$ cat src/rtl/uart_rx_frontend.sv
// 8N1 UART receive front-end: synchronizes the raw rx pin, deserializes one
// frame at a time and presents the byte through a level valid/ack handshake.
module uart_rx_frontend #(
  parameter int unsigned CLKS_PER_BIT = 5208
) (
  input  logic       clk_raw,
  input  logic       rst_n,
  input  logic       rx,
  output logic [7:0] rx_data,
  output logic       rx_valid,
  input  logic       rx_ack,
  output logic       rx_busy,
  output logic       frame_err,
  output logic       overrun
);

  localparam int unsigned CntW = $clog2(CLKS_PER_BIT);
  localparam logic [CntW-1:0] CntBit  = CntW'(CLKS_PER_BIT - 1);
  localparam logic [CntW-1:0] CntHalf = CntW'(CLKS_PER_BIT / 2 - 1);

  typedef enum logic [1:0] {StIdle, StStart, StData, StStop} state_e;

  state_e          state_q, state_d;
  logic            rx_meta_q, rx_s_q;
  logic [CntW-1:0] cnt_q, cnt_d;
  logic [2:0]      idx_q, idx_d;
  logic [7:0]      shreg_q, shreg_d;
  logic [7:0]      rx_data_q, rx_data_d;
  logic            rx_valid_q, rx_valid_d;
  logic            overrun_q, overrun_d;
  logic            frame_err_q, frame_err_d;
  logic            busy_q, busy_d;
  logic            load;

  // Two-flop synchronizer; both stages reset to the idle-high line level.
  always_ff @(posedge clk_raw or negedge rst_n) begin
    if (!rst_n) begin
      rx_meta_q <= 1'b1;
      rx_s_q    <= 1'b1;
    end else begin
      rx_meta_q <= rx;
      rx_s_q    <= rx_meta_q;
    end
  end

  // Frame FSM, counters, shift register and handshake state.
  always_ff @(posedge clk_raw or negedge rst_n) begin
    if (!rst_n) begin
      state_q     <= StIdle;
      cnt_q       <= '0;
      idx_q       <= '0;
      shreg_q     <= '0;
      rx_data_q   <= '0;
      rx_valid_q  <= 1'b0;
      overrun_q   <= 1'b0;
      frame_err_q <= 1'b0;
      busy_q      <= 1'b0;
    end else begin
      state_q     <= state_d;
      cnt_q       <= cnt_d;
      idx_q       <= idx_d;
      shreg_q     <= shreg_d;
      rx_data_q   <= rx_data_d;
      rx_valid_q  <= rx_valid_d;
      overrun_q   <= overrun_d;
      frame_err_q <= frame_err_d;
      busy_q      <= busy_d;
    end
  end

  // Next-state logic: mid-bit sampling, stop-bit checking and valid/ack handling.
  always_comb begin
    state_d     = state_q;
    cnt_d       = cnt_q;
    idx_d       = idx_q;
    shreg_d     = shreg_q;
    rx_data_d   = rx_data_q;
    rx_valid_d  = rx_valid_q;
    overrun_d   = overrun_q;
    frame_err_d = 1'b0;
    load        = 1'b0;

    unique case (state_q)
      StIdle: begin
        if (!rx_s_q) begin
          state_d = StStart;
          cnt_d   = '0;
        end
      end
      StStart: begin
        if (cnt_q == CntHalf) begin
          cnt_d = '0;
          if (!rx_s_q) begin
            state_d = StData;
            idx_d   = '0;
          end else begin
            // Glitch shorter than half a bit: drop it silently.
            state_d = StIdle;
          end
        end else begin
          cnt_d = cnt_q + CntW'(1);
        end
      end
      StData: begin
        if (cnt_q == CntBit) begin
          shreg_d[idx_q] = rx_s_q;
          cnt_d          = '0;
          if (idx_q == 3'd7) begin
            state_d = StStop;
          end else begin
            idx_d = idx_q + 3'd1;
          end
        end else begin
          cnt_d = cnt_q + CntW'(1);
        end
      end
      StStop: begin
        if (cnt_q == CntBit) begin
          // Leave at mid-stop so a back-to-back start edge is not missed.
          state_d = StIdle;
          cnt_d   = '0;
          if (rx_s_q) begin
            load = 1'b1;
          end else begin
            frame_err_d = 1'b1;
          end
        end else begin
          cnt_d = cnt_q + CntW'(1);
        end
      end
      default: state_d = StIdle;
    endcase

    // A load in the same cycle as an ack wins over the ack.
    if (load) begin
      rx_data_d  = shreg_q;
      rx_valid_d = 1'b1;
      if (rx_valid_q && !rx_ack) begin
        overrun_d = 1'b1;
      end else if (rx_ack) begin
        overrun_d = 1'b0;
      end
    end else if (rx_ack) begin
      rx_valid_d = 1'b0;
      overrun_d  = 1'b0;
    end

    // Busy rises one edge after START is entered and falls on the exit edge.
    busy_d = (state_q != StIdle) && (state_d != StIdle);
  end

  assign rx_data   = rx_data_q;
  assign rx_valid  = rx_valid_q;
  assign rx_busy   = busy_q;
  assign frame_err = frame_err_q;
  assign overrun   = overrun_q;

endmodule

$ cat config.mk
export PLATFORM = sky130hd
export DESIGN_NAME = uart_rx_frontend
export DESIGN_NICKNAME = d
export VERILOG_FILES = /design/src/rtl/uart_rx_frontend.sv
export SDC_FILE = /design/constraint.sdc
export NUM_CORES = 1
export LEC_CHECK = 0
export BUFFER_PORTS_ARGS = -buffer_cell sky130_fd_sc_hd__buf_2
export CAP_MARGIN = 20
export CELL_PAD_IN_SITES_DETAIL_PLACEMENT = 0
export CELL_PAD_IN_SITES_GLOBAL_PLACEMENT = 1
export CORE_MARGIN = 2
export CORE_UTILIZATION = 42
export CTS_BUF_LIST = sky130_fd_sc_hd__clkbuf_4 sky130_fd_sc_hd__clkbuf_8 sky130_fd_sc_hd__clkbuf_16
export DETAILED_ROUTE_END_ITERATION = 16
export PLACE_DENSITY_LB_ADDON = 0.1
export SLEW_MARGIN = 20
export SYNTH_ARGS = -nofsm -noshare
export SYNTH_HDL_FRONTEND = slang
export SYNTH_SLANG_ARGS = --single-unit
$ cat constraint.sdc
create_clock -name clk_raw -period 2 [get_ports clk_raw]
set_input_delay 0 -clock clk_raw [delete_from_list [all_inputs] [get_ports clk_raw]]
set_output_delay 0 -clock clk_raw [all_outputs]
set_load 0.05 [all_outputs]
==> results of run 1 <==
-- metrics by stage --
step | utilization [%] | total power (W) | TNS [ps] | instance area (sq um) | setup slack [ps]
after floorplan | - | 0.000832 | -40.5 | 2090 | -5.07
after global placement | 50.3 | 0.000854 | -0.889 | 2390 | -0.889
after detailed placement | 50.3 | 0.000855 | -110 | 2390 | -67.4
after CTS | 53.4 | 0.00143 | -183 | 2540 | -55.6
after global routing | 54.3 | 0.00146 | -129 | 2580 | -66.0
final | 54.3 | 0.00140 | 0 | 2580 | 64.5
-- logic make-up after synthesis --
family,Yosys count,synth area share (%)
AO/OA/AOI/OAI,26,8.00
buffers and inverters,23,4.54
multiplexers,21,13.0
AND/OR/NAND/NOR,86,24.3
XOR/XNOR,1,0.418
flip-flops,40,47.9
adder cells (fa/ha/maj),3,1.79
-- state kept, by name, summed over array words and instances (netlist names) --
signal,count
state_q,2
idx_q,3
cnt_q,13
overrun,1
rx_valid,1
frame_err,1
rx_s_q,1
rx_busy,1
rx_meta_q,1
rx_data,8
shreg_q,8
-- metal layers --
metal / routed length [microns] / part of all wire, %
met2: 2110 / 47
met5: 0 / 0
met1: 2220 / 49
met4: 44 / 0.98
met3: 121 / 2.7
-- worst max-delay path: stages, from the launching register on --
cell,delay (ps)
dfrtp_1,380
or4_4,580
nor4_4,220
buf_4,200
nand4_1,120
mux2_1,330
-- timing repair --
item                                   4_1_cts  5_1_grt
setup buffers                                2        3
gates resized for setup                      2        3
pin swaps                                    1        3
setup endpoints to repair                    2       21
endpoints found under the hold margin       41        0
hold buffers                                 3        0
-- power by group through the flow --
stage,Clock (W),Combinational (W),Sequential [W]
after floorplan,0,0.00000365,0.000829
after global placement,0,0.0000256,0.000828
after detailed placement,0,0.0000265,0.000828
after CTS,0.000586,0.0000309,0.000812
after global routing,0.000616,0.0000343,0.000813
final,0.000561,0.0000292,0.000812
-- cell type report --
class | instances | share of cell area, %
tap | 67 | 3.25
clock buffer | 6 | 3.20
timing repair buffer | 46 | 13.2
sequential | 40 | 38.9
multi-input combinational | 137 | 39.6
inverter | 9 | 1.31
clock inverter | 2 | 0.582
-- path summary, 6_finish.rpt --
kind	cells after the start	from	slack (ps)	endpoint
min in group asynchronous	2	rst_n	360	cnt_q[5]
worst max register to register	5	cnt_q[9]	60	shreg_q[7]
max in group asynchronous	2	rst_n	1060	cnt_q[9]
worst min register to register	0	rx_meta_q	360	rx_s_q
worst max-delay path	5	cnt_q[9]	60	shreg_q[7]
worst min-delay path	2	rx	350	rx_meta_q
-- Yosys cell counts (4+ instances only) --
library cell	n	area share, %
nor2_1	10	1.8
inv_1	9	1.6
nand4_1	4	1.2
nand2_1	30	5.4
clkbuf_1	10	1.8
o31a_1	4	1.7
dfrtp_1	38	45
mux2_4	8	5.7
nor4_1	5	1.5
mux2_1	8	4.3
nand3_1	8	1.9
o22ai_1	9	2.7
mux2i_1	4	1.9
==> flow_metrics.py, run 1 <==
metrics = {
    "run_status": {
        "status": "complete, no violations",
    },
    "placed_design": {
        "dp.cells": 291,
        "place.gp.congestion": 0.895,
        "port_buffers": 15,
        "dp.final_hpwl_microns": 3190,
    },
    "sta": {
        "relSlewSlack_pct": 40.7,
        "whs_ps": 349,
        "setup_viol": 0,
        "skew_ps": 5.39,
        "finalCritPeriodShare_pct": 96.8,
        "worst_pin_slew_ps": 889,
        "period_needed_ps": 1940,
        "rsz0062_at_grt": "true",
        "hold_viol": 0,
        "final_max_slew_viol_count": 0,
        "fmax_ghz": 0.517,
    },
    "die": {
        "die_area_sq_um": 5570,
        "die_h_microns": 74.6,
        "die_x_microns": 74.6,
        "start_util_pct": 44.1,
        "io_pins": 16,
        "rows": 25,
        "core_region_area_sq_um": 4750,
    },
    "routing": {
        "drtIter0Drc": 74,
        "drt-pass1-iter-count": 4,
        "ant_nets": 0,
        "wire_per_inst_microns": 14.6,
        "via_count": 1625,
        "drc": 0,
        "via_per_inst": 5.29,
        "wirelength_microns": 4500,
    },
    "power_and_ir_drop": {
        "power_density_nw_per_um2": 544,
        "p_leak_nw": 1.20,
        "power_frac_seq_pct": 57.9,
        "sw_frac_of_total_pct": 21.6,
        "combPwrFrac_pct": 2.1,
        "vdd_drop_max_v": 0.000333,
        "p_int_w": 0.00110,
        "switching_power_w": 0.000303,
        "clkPwrFrac_pct": 40.0,
    },
    "yosys": {
        "synth_fp_nets": 207,
        "async_reset_ff_share_pct": 100,
        "synthCells": 200,
        "ys_seq_area_share_pct": 47.9,
        "synth_area_per_cell_sq_um": 10.5,
        "ys_ff_latch": 40,
        "ys_warn_count": 0,
        "synth_cell_types": 42,
        "synth-main-ff-cell": "dfrtp_1",
        "synth_area_sq_um": 2090,
        "synth_enable_flop_cells": 0,
    },
    "layout": {
        "multi_input_area_sq_um": 1020,
        "final_layout_size_suffix_gt1_share_pct": 28.7,
        "final-seq-area_sq_um": 1000,
        "diodes": 0,
        "final_common_cell": "dfrtp_1",
        "fillCellCount": 451,
        "fin_nets": 246,
        "fin_cells": 307,
        "mostFrequentLayoutCells": "dfrtp_1, nand2_1, buf_4",
        "area_growth_pct": 23.2,
    },
    "worst_setup_path": {
        "crit_path_end_kind": "flip-flop",
        "worstSetupPathType": "flip-flop to flip-flop",
        "crit_required_ps": 2170,
        "arrival_ps": 2110,
        "start_kind": "flip-flop",
        "cp_max_fo": 5,
    },
    "grt": {
        "grt.overflow.total": 0,
        "grt_pass1_vias": 1594,
        "grt_util_met2_pct": 27.5,
        "use_met3_pct": 3.21,
        "grt_util_met1_pct": 26.9,
        "antenna_found_initial": 0,
        "grtUsageTotal_pct": 18.4,
        "grt_max_degree": 41,
        "grt_pass1_wl_microns": 7800,
        "busiest_layer": "met2",
    },
    "clock_tree": {
        "htreeDepth": 2,
        "clock-sinks": 40,
        "cts_buffer_depth": 2,
        "numCtsBuffers": 5,
        "root_buffer": "clkbuf_8",
        "cts_tree": "built",
        "clk_latency_ps": 290,
        "clk_pin_slew_worst_paths_ps": 80,
    },
    "hold_path": {
        "min_path_type": "input port to flip-flop",
    },
    "job": {
        "drv_cap": 0,
    },
}
(Power assumes the default switching activity.)
==> run 2: changes to the inputs <==
Settings changed: CELL_PAD_IN_SITES_DETAIL_PLACEMENT 0 to default, CELL_PAD_IN_SITES_GLOBAL_PLACEMENT 1 to default, CORE_ASPECT_RATIO from default to 1.5, CORE_UTILIZATION 42 to 53, PLACE_DENSITY from default to 0.74, PLACE_DENSITY_LB_ADDON 0.1 to default, SETUP_SLACK_MARGIN from default to 0.15.
==> flow_metrics.py, run 2 (synthesis gave the netlist of run 1 again) <==
metrics = {
    "sta": {
        "setup_viol": 0,
        "rsz0062_at_grt": "true",
        "setup_slack_ps": 34.0,
        "worst_pin_slew_ps": 875,
        "final_max_slew_viol_count": 0,
        "relSlewSlack_pct": 41.7,
        "period_needed_ps": 1970,
        "fmax_ghz": 0.509,
        "hold_viol": 0,
        "finalCritPeriodShare_pct": 98.3,
        "skew_ps": 4.37,
    },
    "layout": {
        "diodes": 0,
        "final-seq-area_sq_um": 1000,
        "fillCellCount": 304,
        "area_growth_pct": 23.2,
        "regMostFlops": "cnt_q",
        "mostFrequentLayoutCells": "dfrtp_1, nand2_1, buf_4",
        "fin_nets": 244,
        "largest_reg_flops": 13,
        "final_common_cell": "dfrtp_1",
        "multi_input_area_sq_um": 1060,
        "fin_cells": 283,
        "final_layout_size_suffix_gt1_share_pct": 32.4,
    },
    "die": {
        "io_pins": 16,
        "die_h_microns": 81.0,
        "core_region_area_sq_um": 3850,
        "rows": 28,
        "die_area_sq_um": 4480,
        "start_util_pct": 54.4,
        "die_x_microns": 55.3,
    },
    "placed_design": {
        "place_ws_ps": -7.68,
        "dp.cells": 266,
        "port_buffers": 15,
        "place.gp.congestion": 0.923,
        "dp.final_hpwl_microns": 3350,
    },
    "worst_setup_path": {
        "max_stage_delay_ps": 570,
        "crit_chain": "or4_4, nor4_4, buf_4, nand4b_1, mux2_4",
        "cp_top_family": "simple AND/OR/NAND/NOR gates",
        "worstSetupPathType": "flip-flop to flip-flop",
        "path_buf_inv": 1,
        "rrSetupSlack_ps": 30,
        "crit_path_end_kind": "flip-flop",
        "start_kind": "flip-flop",
        "arrival_ps": 2140,
        "cp_slowest_cell": "or4_4",
        "cp_max_fo": 6,
        "crit_required_ps": 2170,
    },
    "power_and_ir_drop": {
        "power_density_nw_per_um2": 578,
        "vdd_drop_max_v": 0.000556,
        "p_leak_nw": 1.21,
    },
    "clock_tree": {
        "clk_latency_ps": 290,
        "cts_tree": "built",
        "clk_pin_slew_worst_paths_ps": 70,
        "clock-sinks": 40,
        "numCtsBuffers": 5,
        "root_buffer": "clkbuf_8",
        "htreeDepth": 2,
        "cts_buffer_depth": 2,
    },
    "routing": {
        "via_count": 1629,
        "drc": 0,
        "drt-pass1-iter-count": 4,
        "drtIter0Drc": 58,
        "ant_nets": 0,
        "wire_per_inst_microns": 16.2,
        "wirelength_microns": 4590,
        "via_per_inst": 5.76,
    },
    "job": {
        "drv_cap": 0,
    },
    "grt": {
        "grt.overflow.total": 0,
        "antenna_found_initial": 0,
        "grtUsageTotal_pct": 22.0,
        "grt_max_degree": 41,
        "grt_pass1_vias": 1641,
        "grt_pass1_wl_microns": 7630,
    },
    "run_status": {
        "status": "complete, no violations",
    },
    "hold_path": {
        "min_path_type": "input port to flip-flop",
    },
}
==> run 2: cell types whose count changed in the layout (fill, tap and decap cells not counted), sizes merged <==
| cell | before | now |
|---|---|---|
| bufinv | 0 | 1 |
| buf | 43 | 41 |
| clkinv | 0 | 1 |
| clkinvlp | 2 | 0 |
==> run 2: layout make-up <==
class                      count  share of cell area (%)
clock buffer                   6                    2.96
clock inverter                 2                    1.36
inverter                       9                    1.31
multi-input combinational    137                    41.2
sequential                    40                    38.9
tap                           45                    2.18
timing repair buffer          44                    12.1
==> run 2: power by group <==
group	total, W	internal (W)	switching (W)
Combinational	0.0000291	0.00000852	0.0000206
Clock	0.000650	0.000384	0.000267
Sequential	0.000813	0.000812	0.000000986
Total	0.00149	0.00120	0.000288
==> run 2: stage by stage <==
stage	setup TNS, ps	hold slack, ps	util [%]	power (W)	instance area (sq um)
6_report	0	351	67.0	0.00149	2580
5_1_grt	-211	355	67.0	0.00155	2580
4_1_cts	0	351	65.3	0.00151	2520
3_5_place_dp	-7.68	113	60.6	0.000854	2330
3_3_place_gp	0	107	60.6	0.000853	2330
2_1_floorplan	-40.5	-296	-	0.000833	2100
==> run 2: final timing paths <==
path	depth (start not counted)	from	end
max reg2reg	5	cnt_q[9]	shreg_q[3]
max	5	cnt_q[9]	shreg_q[3]
min	2	rx	rx_meta_q
max in group asynchronous	2	rst_n	cnt_q[12]
min reg2reg	0	rx_meta_q	rx_s_q
min in group asynchronous	2	rst_n	overrun
==> run 2: timing repair <==
item	4_1_cts	5_1_grt
resized for setup	6	8
hold buffers	3	0
endpoints found under the hold margin	41	0
pin swaps	0	5
endpoints found under the setup margin	22	33
setup buffers	3	3
==> run 2: per-layer routing <==
metal	wire, microns	global-route usage (%)	part of all wire [%]	vias to the layer above
met4	148	12.2	3.2	0
met1	1780	23.4	39	793
met2	2520	40.7	55	41
met3	137	4.30	3.0	9
li1	-	-	-	786
met5	0	0	0	-
==> run 2: worst reg2reg max path, stage by stage (launching register included) <==
cell and delay, ps:
dfrtp_1 390, or4_4 570, nor4_4 270, buf_4 180, nand4b_1 130, mux2_4 320
